**config.mk**
```make
export PLATFORM = sky130hd
export DESIGN_NAME = div_unit_flat
export DESIGN_NICKNAME = d
export VERILOG_FILES = /design/src/rtl/div_unit_if.sv /design/src/rtl/div_unit.sv /design/src/flat_wrapper.sv
export SDC_FILE = /design/constraint.sdc
export NUM_CORES = 1
export LEC_CHECK = 0
export CAP_MARGIN = 20
export CORE_MARGIN = 3
export CORE_UTILIZATION = 40
export DETAILED_ROUTE_END_ITERATION = 10
export SLEW_MARGIN = 20
export SYNTH_ARGS = -nofsm -noshare
export SYNTH_HDL_FRONTEND = slang
export SYNTH_SLANG_ARGS = --single-unit
```
**constraint.sdc**
```tcl
create_clock -name clk -period 8.4 [get_ports clk]
set_input_delay 1.68 -clock clk [delete_from_list [all_inputs] [get_ports clk]]
set_output_delay 1.68 -clock clk [all_outputs]
set_load 0.01 [all_outputs]
```
**src/rtl/div_unit_if.sv**
```systemverilog
`default_nettype none
// ============================================================================
//  Module      : div_unit_if
//  Description : Handshake bundle between the execute stage and the
//                iterative RV32M divider.
//                  in_valid/in_ready/op/a/b : operation request
//                  flush                    : abandon the operation in flight
//                  out_valid/out_ready/out  : registered result
//                  busy                     : stall hint for the hazard unit
//                master = execute/writeback side, slave = div_unit.
//  Revision    : 1.0  initial release
// ============================================================================
interface div_unit_if #(
  parameter int XLEN = 32
);
  logic            in_valid;
  logic            in_ready;
  logic [1:0]      op;
  logic [XLEN-1:0] a;
  logic [XLEN-1:0] b;
  logic            flush;
  logic            out_valid;
  logic            out_ready;
  logic [XLEN-1:0] out;
  logic            busy;

  modport master (
    output in_valid, op, a, b, flush, out_ready,
    input  in_ready, out_valid, out, busy
  );

  modport slave (
    input  in_valid, op, a, b, flush, out_ready,
    output in_ready, out_valid, out, busy
  );
endinterface
`default_nettype wire

```
**src/rtl/div_unit.sv**
```systemverilog
`default_nettype none
// ============================================================================
//  Module      : div_unit
//  Description : Iterative restoring divider for RV32M DIV/DIVU/REM/REMU.
//                One quotient bit per cycle, MSB first, 32 iterations.
//                Divide-by-zero and signed overflow produce the architectural
//                RISC-V results without traps.
//  Ports       : clk, rst_n (async, active-low)
//                bus (div_unit_if.slave):
//                  in_valid/in_ready, op[1:0], a, b  - request (op = funct3[1:0])
//                  flush                             - drop current operation
//                  out_valid/out_ready, out          - held result
//                  busy                              - high in CALC or DONE
//  Config      : DIV_EARLY_OUT_EN - when defined, divide-by-zero and signed
//                overflow are resolved at capture and skip CALC entirely.
//                Result values are identical in both builds.
//  Revision    : 1.0  initial release
// ============================================================================
module div_unit #(
  parameter int XLEN = 32   // only 32 is supported; iteration count = XLEN
) (
  input  logic        clk,
  input  logic        rst_n,
  div_unit_if.slave   bus
);

  // --------------------------------------------------------------------------
  // Constants
  // --------------------------------------------------------------------------
  localparam logic [1:0] S_IDLE = 2'd0;
  localparam logic [1:0] S_CALC = 2'd1;
  localparam logic [1:0] S_DONE = 2'd2;

  localparam logic [5:0]      LAST_ITER = 6'(XLEN - 1);
  localparam logic [XLEN-1:0] INT_MIN   = {1'b1, {(XLEN-1){1'b0}}};
  localparam logic [XLEN-1:0] ALL_ONES  = {XLEN{1'b1}};

`ifdef DIV_EARLY_OUT_EN
  localparam bit EARLY_OUT = 1'b1;
`else
  localparam bit EARLY_OUT = 1'b0;
`endif

  // --------------------------------------------------------------------------
  // State
  // --------------------------------------------------------------------------
  logic [1:0]      state_q,   state_d;
  logic [5:0]      cnt_q,     cnt_d;
  logic [XLEN-1:0] dvd_q,     dvd_d;     // dividend, becomes quotient
  logic [XLEN-1:0] dsr_q,     dsr_d;     // divisor magnitude
  logic [XLEN-1:0] rem_q,     rem_d;     // partial remainder
  logic [XLEN-1:0] out_q,     out_d;
  logic            neg_quo_q, neg_quo_d; // quotient must be negated
  logic            neg_rem_q, neg_rem_d; // remainder must be negated
  logic            sel_rem_q, sel_rem_d; // op[1]: return remainder
  logic            dz_q,      dz_d;      // divisor was zero

  // --------------------------------------------------------------------------
  // Capture-side decode (only meaningful while in IDLE)
  // --------------------------------------------------------------------------
  logic            in_signed;
  logic            a_neg;
  logic            b_neg;
  logic            b_zero;
  logic            sgn_ovf;
  logic            special;
  logic [XLEN-1:0] a_abs;
  logic [XLEN-1:0] b_abs;
  logic [XLEN-1:0] special_res;

  // op[0] clear selects the signed variants (DIV = 00, REM = 10).
  assign in_signed = ~bus.op[0];
  assign a_neg     = in_signed & bus.a[XLEN-1];
  assign b_neg     = in_signed & bus.b[XLEN-1];
  assign a_abs     = a_neg ? (~bus.a + 1'b1) : bus.a;
  assign b_abs     = b_neg ? (~bus.b + 1'b1) : bus.b;
  assign b_zero    = (bus.b == '0);
  assign sgn_ovf   = in_signed & (bus.a == INT_MIN) & (bus.b == ALL_ONES);
  assign special   = b_zero | sgn_ovf;

  // Architectural results for the two corner cases, used by the early-out
  // path. Divide-by-zero returns all ones / the dividend; overflow returns
  // INT_MIN / zero.
  always_comb begin
    special_res = '0;
    if (b_zero) begin
      special_res = bus.op[1] ? bus.a : ALL_ONES;
    end else begin
      special_res = bus.op[1] ? '0 : INT_MIN;
    end
  end

  // --------------------------------------------------------------------------
  // Iteration datapath
  // --------------------------------------------------------------------------
  logic [XLEN:0]   trial_sh;
  logic [XLEN:0]   trial_diff;
  logic            trial_neg;
  logic [XLEN-1:0] rem_next;
  logic [XLEN-1:0] quo_next;
  logic [XLEN-1:0] quo_fix;
  logic [XLEN-1:0] rem_fix;

  // Bring the next dividend bit into the remainder and trial-subtract.
  assign trial_sh   = {rem_q, dvd_q[XLEN-1]};
  assign trial_diff = trial_sh - {1'b0, dsr_q};
  assign trial_neg  = trial_diff[XLEN];

  // The remainder is always below the divisor, so the low XLEN bits of
  // either candidate carry the whole value.
  assign rem_next = trial_neg ? trial_sh[XLEN-1:0] : trial_diff[XLEN-1:0];
  assign quo_next = {dvd_q[XLEN-2:0], ~trial_neg};

  // Sign fix-up of the last iteration's values. Signed overflow needs no
  // override: |INT_MIN| / 1 is INT_MIN with both signs negative, so no
  // negation applies and the remainder is zero. Divide-by-zero leaves |a| in
  // the remainder, which the dividend-sign negation turns back into a; only
  // the quotient must be forced to all ones.
  assign quo_fix = dz_q      ? ALL_ONES
                 : neg_quo_q ? (~quo_next + 1'b1)
                 :             quo_next;
  assign rem_fix = neg_rem_q ? (~rem_next + 1'b1) : rem_next;

  // --------------------------------------------------------------------------
  // Next-state logic
  // --------------------------------------------------------------------------
  always_comb begin
    state_d   = state_q;
    cnt_d     = cnt_q;
    dvd_d     = dvd_q;
    dsr_d     = dsr_q;
    rem_d     = rem_q;
    out_d     = out_q;
    neg_quo_d = neg_quo_q;
    neg_rem_d = neg_rem_q;
    sel_rem_d = sel_rem_q;
    dz_d      = dz_q;

    case (state_q)
      S_IDLE: begin
        if (bus.in_valid && !bus.flush) begin
          dvd_d     = a_abs;
          dsr_d     = b_abs;
          rem_d     = '0;
          cnt_d     = '0;
          neg_quo_d = a_neg ^ b_neg;
          neg_rem_d = a_neg;
          sel_rem_d = bus.op[1];
          dz_d      = b_zero;
          state_d   = S_CALC;
          if (EARLY_OUT && special) begin
            out_d   = special_res;
            state_d = S_DONE;
          end
        end
      end

      S_CALC: begin
        rem_d = rem_next;
        dvd_d = quo_next;
        cnt_d = cnt_q + 6'd1;
        if (cnt_q == LAST_ITER) begin
          cnt_d   = '0;
          out_d   = sel_rem_q ? rem_fix : quo_fix;
          state_d = S_DONE;
        end
      end

      S_DONE: begin
        if (bus.out_ready) begin
          state_d = S_IDLE;
        end
      end

      default: begin
        state_d = S_IDLE;
        cnt_d   = '0;
      end
    endcase

    // A redirect discards whatever is in flight, including a request that
    // arrives in the same cycle.
    if (bus.flush) begin
      state_d = S_IDLE;
      cnt_d   = '0;
    end
  end

  // --------------------------------------------------------------------------
  // Registers
  // --------------------------------------------------------------------------
  always_ff @(posedge clk or negedge rst_n) begin
    if (!rst_n) begin
      state_q   <= S_IDLE;
      cnt_q     <= '0;
      dvd_q     <= '0;
      dsr_q     <= '0;
      rem_q     <= '0;
      out_q     <= '0;
      neg_quo_q <= 1'b0;
      neg_rem_q <= 1'b0;
      sel_rem_q <= 1'b0;
      dz_q      <= 1'b0;
    end else begin
      state_q   <= state_d;
      cnt_q     <= cnt_d;
      dvd_q     <= dvd_d;
      dsr_q     <= dsr_d;
      rem_q     <= rem_d;
      out_q     <= out_d;
      neg_quo_q <= neg_quo_d;
      neg_rem_q <= neg_rem_d;
      sel_rem_q <= sel_rem_d;
      dz_q      <= dz_d;
    end
  end

  // --------------------------------------------------------------------------
  // Outputs: decoded from state or straight from flops
  // --------------------------------------------------------------------------
  assign bus.in_ready  = (state_q == S_IDLE);
  assign bus.out_valid = (state_q == S_DONE);
  assign bus.busy      = (state_q != S_IDLE);
  assign bus.out       = out_q;

endmodule
`default_nettype wire

```
**src/flat_wrapper.sv**
```systemverilog
// flat-port wrapper written by rule: the top's interface ports become plain ports
module div_unit_flat 
#(
  parameter int XLEN = 32                                                  
)
  (clk, rst_n, bus_in_valid, bus_op, bus_a, bus_b, bus_flush, bus_out_ready, bus_in_ready, bus_out_valid, bus_out, bus_busy);
  div_unit_if #(.XLEN(XLEN)) bus_i ();
  input  logic clk;
  input  logic rst_n;
  input wire logic [$bits(bus_i.in_valid)-1:0] bus_in_valid;
  input wire logic [$bits(bus_i.op)-1:0] bus_op;
  input wire logic [$bits(bus_i.a)-1:0] bus_a;
  input wire logic [$bits(bus_i.b)-1:0] bus_b;
  input wire logic [$bits(bus_i.flush)-1:0] bus_flush;
  input wire logic [$bits(bus_i.out_ready)-1:0] bus_out_ready;
  output wire logic [$bits(bus_i.in_ready)-1:0] bus_in_ready;
  output wire logic [$bits(bus_i.out_valid)-1:0] bus_out_valid;
  output wire logic [$bits(bus_i.out)-1:0] bus_out;
  output wire logic [$bits(bus_i.busy)-1:0] bus_busy;
  assign bus_i.in_valid = bus_in_valid;
  assign bus_i.op = bus_op;
  assign bus_i.a = bus_a;
  assign bus_i.b = bus_b;
  assign bus_i.flush = bus_flush;
  assign bus_i.out_ready = bus_out_ready;
  assign bus_in_ready = bus_i.in_ready;
  assign bus_out_valid = bus_i.out_valid;
  assign bus_out = bus_i.out;
  assign bus_busy = bus_i.busy;
  div_unit #(.XLEN(XLEN)) u_core (.clk(clk), .rst_n(rst_n), .bus(bus_i));
endmodule
```
== Word level (Yosys, flattened, before mapping) ==
Index checks and enable logic that the tools add are counted.

* Register bits after elaboration: 140
* Input port bits: 71
* Output and inout port bits: 35
* Word-level logic and storage cells: 64

* Add/sub/neg operators: 6
* Equality and inequality tests: 8
* Multiplexer cells: 20
* Bitwise gates (word level): 9
* Reductions and logical operators: 11

{| class="wikitable"
|+ Operators by type and width
! kind !! count
|-
| $mux 32 || 9
|-
| $add 32x1->32 const B || 4
|-
| $not 32->32 || 4
|-
| $pmux 32 s2 || 2
|-
| $sub 33x32->33 || 1
|-
| $logic_not 32->1 || 1
|-
| $mux 6 || 3
|-
| $pmux 6 s3 || 1
|-
| $mux 2 || 4
|-
| $reduce_and 2->1 || 4
|-
| $add 6x1->6 const B || 1
|-
| $eq 6x5->1 const B || 1
|-
| $ne 3x2->1 const B || 2
|-
| $pmux 2 s3 || 1
|-
| $reduce_bool 2->1 || 2
|-
| $ne 3x3->1 const B || 1
|-
| $reduce_and 3->1 || 1
|-
| $and 1x1->1 || 2
|-
| $eq 2x1->1 const B || 1
|-
| $eq 2x2->1 const B || 1
|-
| $logic_not 2->1 || 1
|-
| $ne 2x1->1 const B || 1
|-
| $ne 2x2->1 const B || 1
|-
| $not 1->1 || 2
|-
| 3 further kinds || 3
|}

== Logic depth before layout (Yosys ltp) ==
* Word-level depth: 7
* Mapped depth: 22
* Mapped depth without buffers: 20

== Worst setup path before layout ==
No wires, ideal clock.

* Path kind: reg2reg
* From: register u_core.dvd_q[31]
* To: register u_core.out_q[28], in the netlist u_core.bus.out[28]
* Setup time: 128 ps
* Data arrival time: 4,723 ps
* Slack: 3,549 ps
* Cell stages (with the launch flop): 23
* Path buffers: 2
* Clock period less this slack: 4,851 ps
* Cell sequence: dfrtp_1 > inv_1 > ha_1 > fa_1 > nand2b_1 > a211o_1 > a211o_1 > a211oi_2 > o21a_1 > nor2_4 > inv_2 > buf_2 > clkbuf_1 > nor2_1 > a21oi_1 > ha_1 > nand2_1 > nor4_1 > a31oi_1 > or4_4 > o41ai_2 > mux2i_1 > nand3_1

* Word-level cells in the longest chain between the ends: 7
* Elaborated cells between the ends (all ways): 11
* Classes of those cells: add/sub: 3; mux: 5; bitwise: 3

{| class="wikitable"
|+ Ends and longest elaborated chain
! what !! RTL line !! RTL
|-
| start, declared || div_unit.sv:49 || <nowiki>logic [XLEN-1:0] dvd_q, dvd_d;</nowiki>
|-
| start signal, assigned || div_unit.sv:207 || <nowiki>dvd_q <= dvd_d;</nowiki>
|-
| $sub 33x32->33 || div_unit.sv:106 || <nowiki>assign trial_diff = trial_sh - {1'b0, dsr_q};</nowiki>
|-
| $not 1->1 || div_unit.sv:112 || <nowiki>assign quo_next = {dvd_q[XLEN-2:0], ~trial_neg};</nowiki>
|-
| $not 32->32 || div_unit.sv:120 || <nowiki>: neg_quo_q ? (~quo_next + 1'b1)</nowiki>
|-
| $add 32x1->32 || div_unit.sv:120 ||
|-
| $mux 32 || div_unit.sv:120 ||
|-
| $mux 32 || div_unit.sv:119 || <nowiki>assign quo_fix = dz_q ? ALL_ONES</nowiki>
|-
| $mux 32 (*) || div_unit.sv:164 || <nowiki>out_d = sel_rem_q ? rem_fix : quo_fix;</nowiki>
|-
| end signal, assigned || div_unit.sv:210 || <nowiki>out_q <= out_d;</nowiki>
|-
| end, declared || div_unit.sv:52 || <nowiki>logic [XLEN-1:0] out_q, out_d;</nowiki>
|}

Mark *: on every way between the ends. The rest lies on a longest branch, timed or not.
A chain may end at the register's enable or synchronous reset.

== Worst setup path after layout ==
Ends and elaborated chain as after synthesis.

==> qor.txt <==
status: completed
clk slew on worst S/H paths: 0.06 ns
Ys Warns: 0
Final Wtd Congestion: 0.909
cts repair resizes: 0
Max Cap Viol: 0
cts bufs inserted: 17
ys flop type: dfrtp_1
Hold Vio Cnt, Final: 0
WP data required: 8.70 ns
via count: 10.7k
DP Wirelength: 26700 microns
unrepaired setup endpoints after global routing: false
Critical Path Max Stage Delay: 0.49 ns
DIE AREA: 0.0303 sq mm
Setup crit start: u_core.dvd_q[31]
Flop pwr share: 22.2%
CP bufs+invs: 3
CP Class: flip-flop to flip-flop
post-layout min period: 5.69 ns
Pwr per Cell Area: 357 mW/mm^2
Yosys cell types: 80
asr flop ratio synth: 100%
total gr overflow: 0
postcts setup bufs: 0
number of hold buffers added after cts: 0
I/O Pins: 106
Worst R2R Setup Slack: 2.71 ns
Post-Syn Area: 0.0113 sq mm
Net count, final: 1571
worst hold path type: flip-flop to flip-flop
Worst-Skew Late Latency: 0.43 ns
Total GRT Usage: 22.6%
cell taking the most area after synthesis: dfrtp_1
DRT Wirelength: 35000 microns
# DRC: 0
Yosys top cell area share: 31.0%
Final period util: 67.8%
register area share after synthesis: 31.0%
#FFs+latches synth: 140
cell family with the largest share of critical-path delay: compound AO/OA/AOI/OAI gates
Design Area, Final: 0.0132 sq mm
Worst Path Arrival: 6.00 ns
Placement Cell Area: 0.0126 sq mm
total negative slack: 0 ns
Initial Utilization: 41.3%
Critical R2R Launch: u_core.dvd_q[31]
share of cells above drive strength 1: 4.96%
Sw Ratio: 50.3%
EDFF count, synth: 0
CP endpoint kind: flip-flop
drt wl/cell: 18.9 microns
Slew headroom: 37.1%
slowest stage cell, crit path: or4_4
crit-path cells: inv_1 -> ha_1 -> fa_1 -> nand2b_1 -> a211o_1 -> a211o_1 -> a211oi_2 -> o21a_1 -> buf_4 -> nor2_4 -> inv_2 -> nor2_1 -> a21oi_1 -> ha_1 -> nand2_1 -> nor4_1 -> a31oi_1 -> or4_4 -> o41ai_2 -> mux2i_1 -> nand3_1
Die Height: 174 microns
Crit Path Max Fanout: 34
clk buf depth: 2
f_max: 0.176 GHz
Site Rows: 60
Startpoint Class: flip-flop
antenna violations before repair: 2
synthesized netlist cell count: 1406
global-route wire length before repair: 55700 microns
drt pass-1 iters: 5
commonest non-fill, non-tap cell in the layout: o21ai_0
Buffers on Ports: 105
Slew Viols, Final: 0
CTS tree: done
Area Overhead vs Synth: 16.4%
Max VDD drop: 0.164 mV
Slew @ Worst Pin: 0.920 ns
Gate power share: 61.9%
Final setup viols: 0
NetSw: 0.00236 W
syn avg cell area: 8.04 sq um
commonest cells after routing, fill and taps aside: 164 x o21ai_0, 140 x dfrtp_1, 130 x nand2_1, 104 x clkdlybuf4s50_1, 91 x a21oi_1
Layout Skew: 0.0150 ns
clock share of power: 16.0%
core area: 0.0274 sq mm
vias in the first global route: 10.2k
leakage power: 5.50 nW
Int Pwr: 0.00233 W
Die Span X: 174 microns
Mapped Nets: 1515
ant diodes: 0
1st-iter DRT viols: 770
Sinks on Clock Net: 140
HP Start: u_core.bus.out[27]
clock root buffer master: clkbuf_16
fill count: 2722
drt via density: 5.82
Synth area leaders: dfrtp_1 31%, o21ai_0 7.3%, xnor2_1 5.7%, nand2_1 4.3%, xor2_1 4.3%
post-route ant nets: 0
H-tree Lvls: 4
pin count of the biggest net entering global routing: 92
## cells by family after synthesis
logic type,after synthesis,synth area share (%)
buffers and inverters,143,4.97
DFF,140,31.0
muxes,46,4.18
AOI/OAI and AO/OA,468,26.3
xor gates and xnor gates,129,9.99
and+or+nand+nor,442,19.3
adders and majority gates,38,4.27
## stage by stage
stage                     worst slack (ns)  power, W  util, %  hold slack [ns]  instances
after floorplan                       3.55   0.00309        -            0.450       1406
after global placement                3.04   0.00389     46.0            0.462       1815
after detailed placement              2.82   0.00391     46.0            0.466       1815
after CTS                             2.80   0.00467     48.0            0.479       1845
after global routing                  2.27   0.00503     48.0            0.502       1845
final                                 2.71   0.00469     48.0            0.476       1845
## area by class of cell
class | count | area (sq um) | share of cell area, %
sequential | 140 | 3500 | 26.6
timing repair buffer | 119 | 1160 | 8.80
inverter | 61 | 229 | 1.74
tap | 372 | 465 | 3.54
clock inverter | 8 | 95.1 | 0.723
multi-input combinational | 1123 | 7250 | 55.1
clock buffer | 22 | 454 | 3.45
## synth_stat cells, drive strengths merged (16+ instances only)
master	n
buf	18
mux2i	36
ha	37
or3	23
a21o	26
nand3	48
dfrtp	140
nor4	21
o21ai	170
inv	61
a22oi	32
a21oi	91
clkbuf	64
nor2	89
nand2	131
nor3	33
a221oi	19
o31ai	24
and2	16
xor2	55
xnor2	74
## state kept, by name, indices dropped and copies added, names as in the netlist
signal,count
u_core.dvd_q,32
u_core.dsr_q,32
u_core.rem_q,32
u_core.state_q,2
u_core.sel_rem_q,1
u_core.neg_quo_q,1
u_core.dz_q,1
u_core.cnt_q,6
u_core.bus.out,32
u_core.neg_rem_q,1
## worst reg2reg max path, stage by stage, from the launching register on
cell	delay, ns
dfrtp_1	0.43
inv_1	0.06
ha_1	0.21
fa_1	0.41
nand2b_1	0.23
a211o_1	0.35
a211o_1	0.35
a211oi_2	0.35
o21a_1	0.15
buf_4	0.26
nor2_4	0.08
inv_2	0.46
nor2_1	0.09
a21oi_1	0.25
ha_1	0.33
nand2_1	0.13
nor4_1	0.22
a31oi_1	0.14
or4_4	0.49
o41ai_2	0.26
mux2i_1	0.23
nand3_1	0.08
## final timing paths
kind                                 endpoint  cells after the start
setup / recovery           u_core.bus.out[28]                     21
hold / removal             u_core.bus.out[27]                      2
setup reg to reg           u_core.bus.out[28]                     21
hold reg to reg            u_core.bus.out[27]                      2
max in group asynchronous    u_core.dvd_q[26]                      2
min in group asynchronous    u_core.rem_q[26]                      1
## power groups by stage
stage | clock network [W] | logic [W] | registers, W
2_1_floorplan | 0 | 0.00213 | 0.000957
3_3_place_gp | 0 | 0.00284 | 0.00104
3_5_place_dp | 0 | 0.00286 | 0.00105
4_1_cts | 0.000756 | 0.00288 | 0.00104
5_1_grt | 0.000784 | 0.00318 | 0.00106
6_report | 0.000749 | 0.00290 | 0.00104
## metal layers
metal  part of all wire [%]  track usage [%]
met1                     47             31.8
met2                     47             37.4
met3                    4.5             2.66
met4                    1.6             5.19
met5                      0                0
Power figures use the tool's default switching activity.
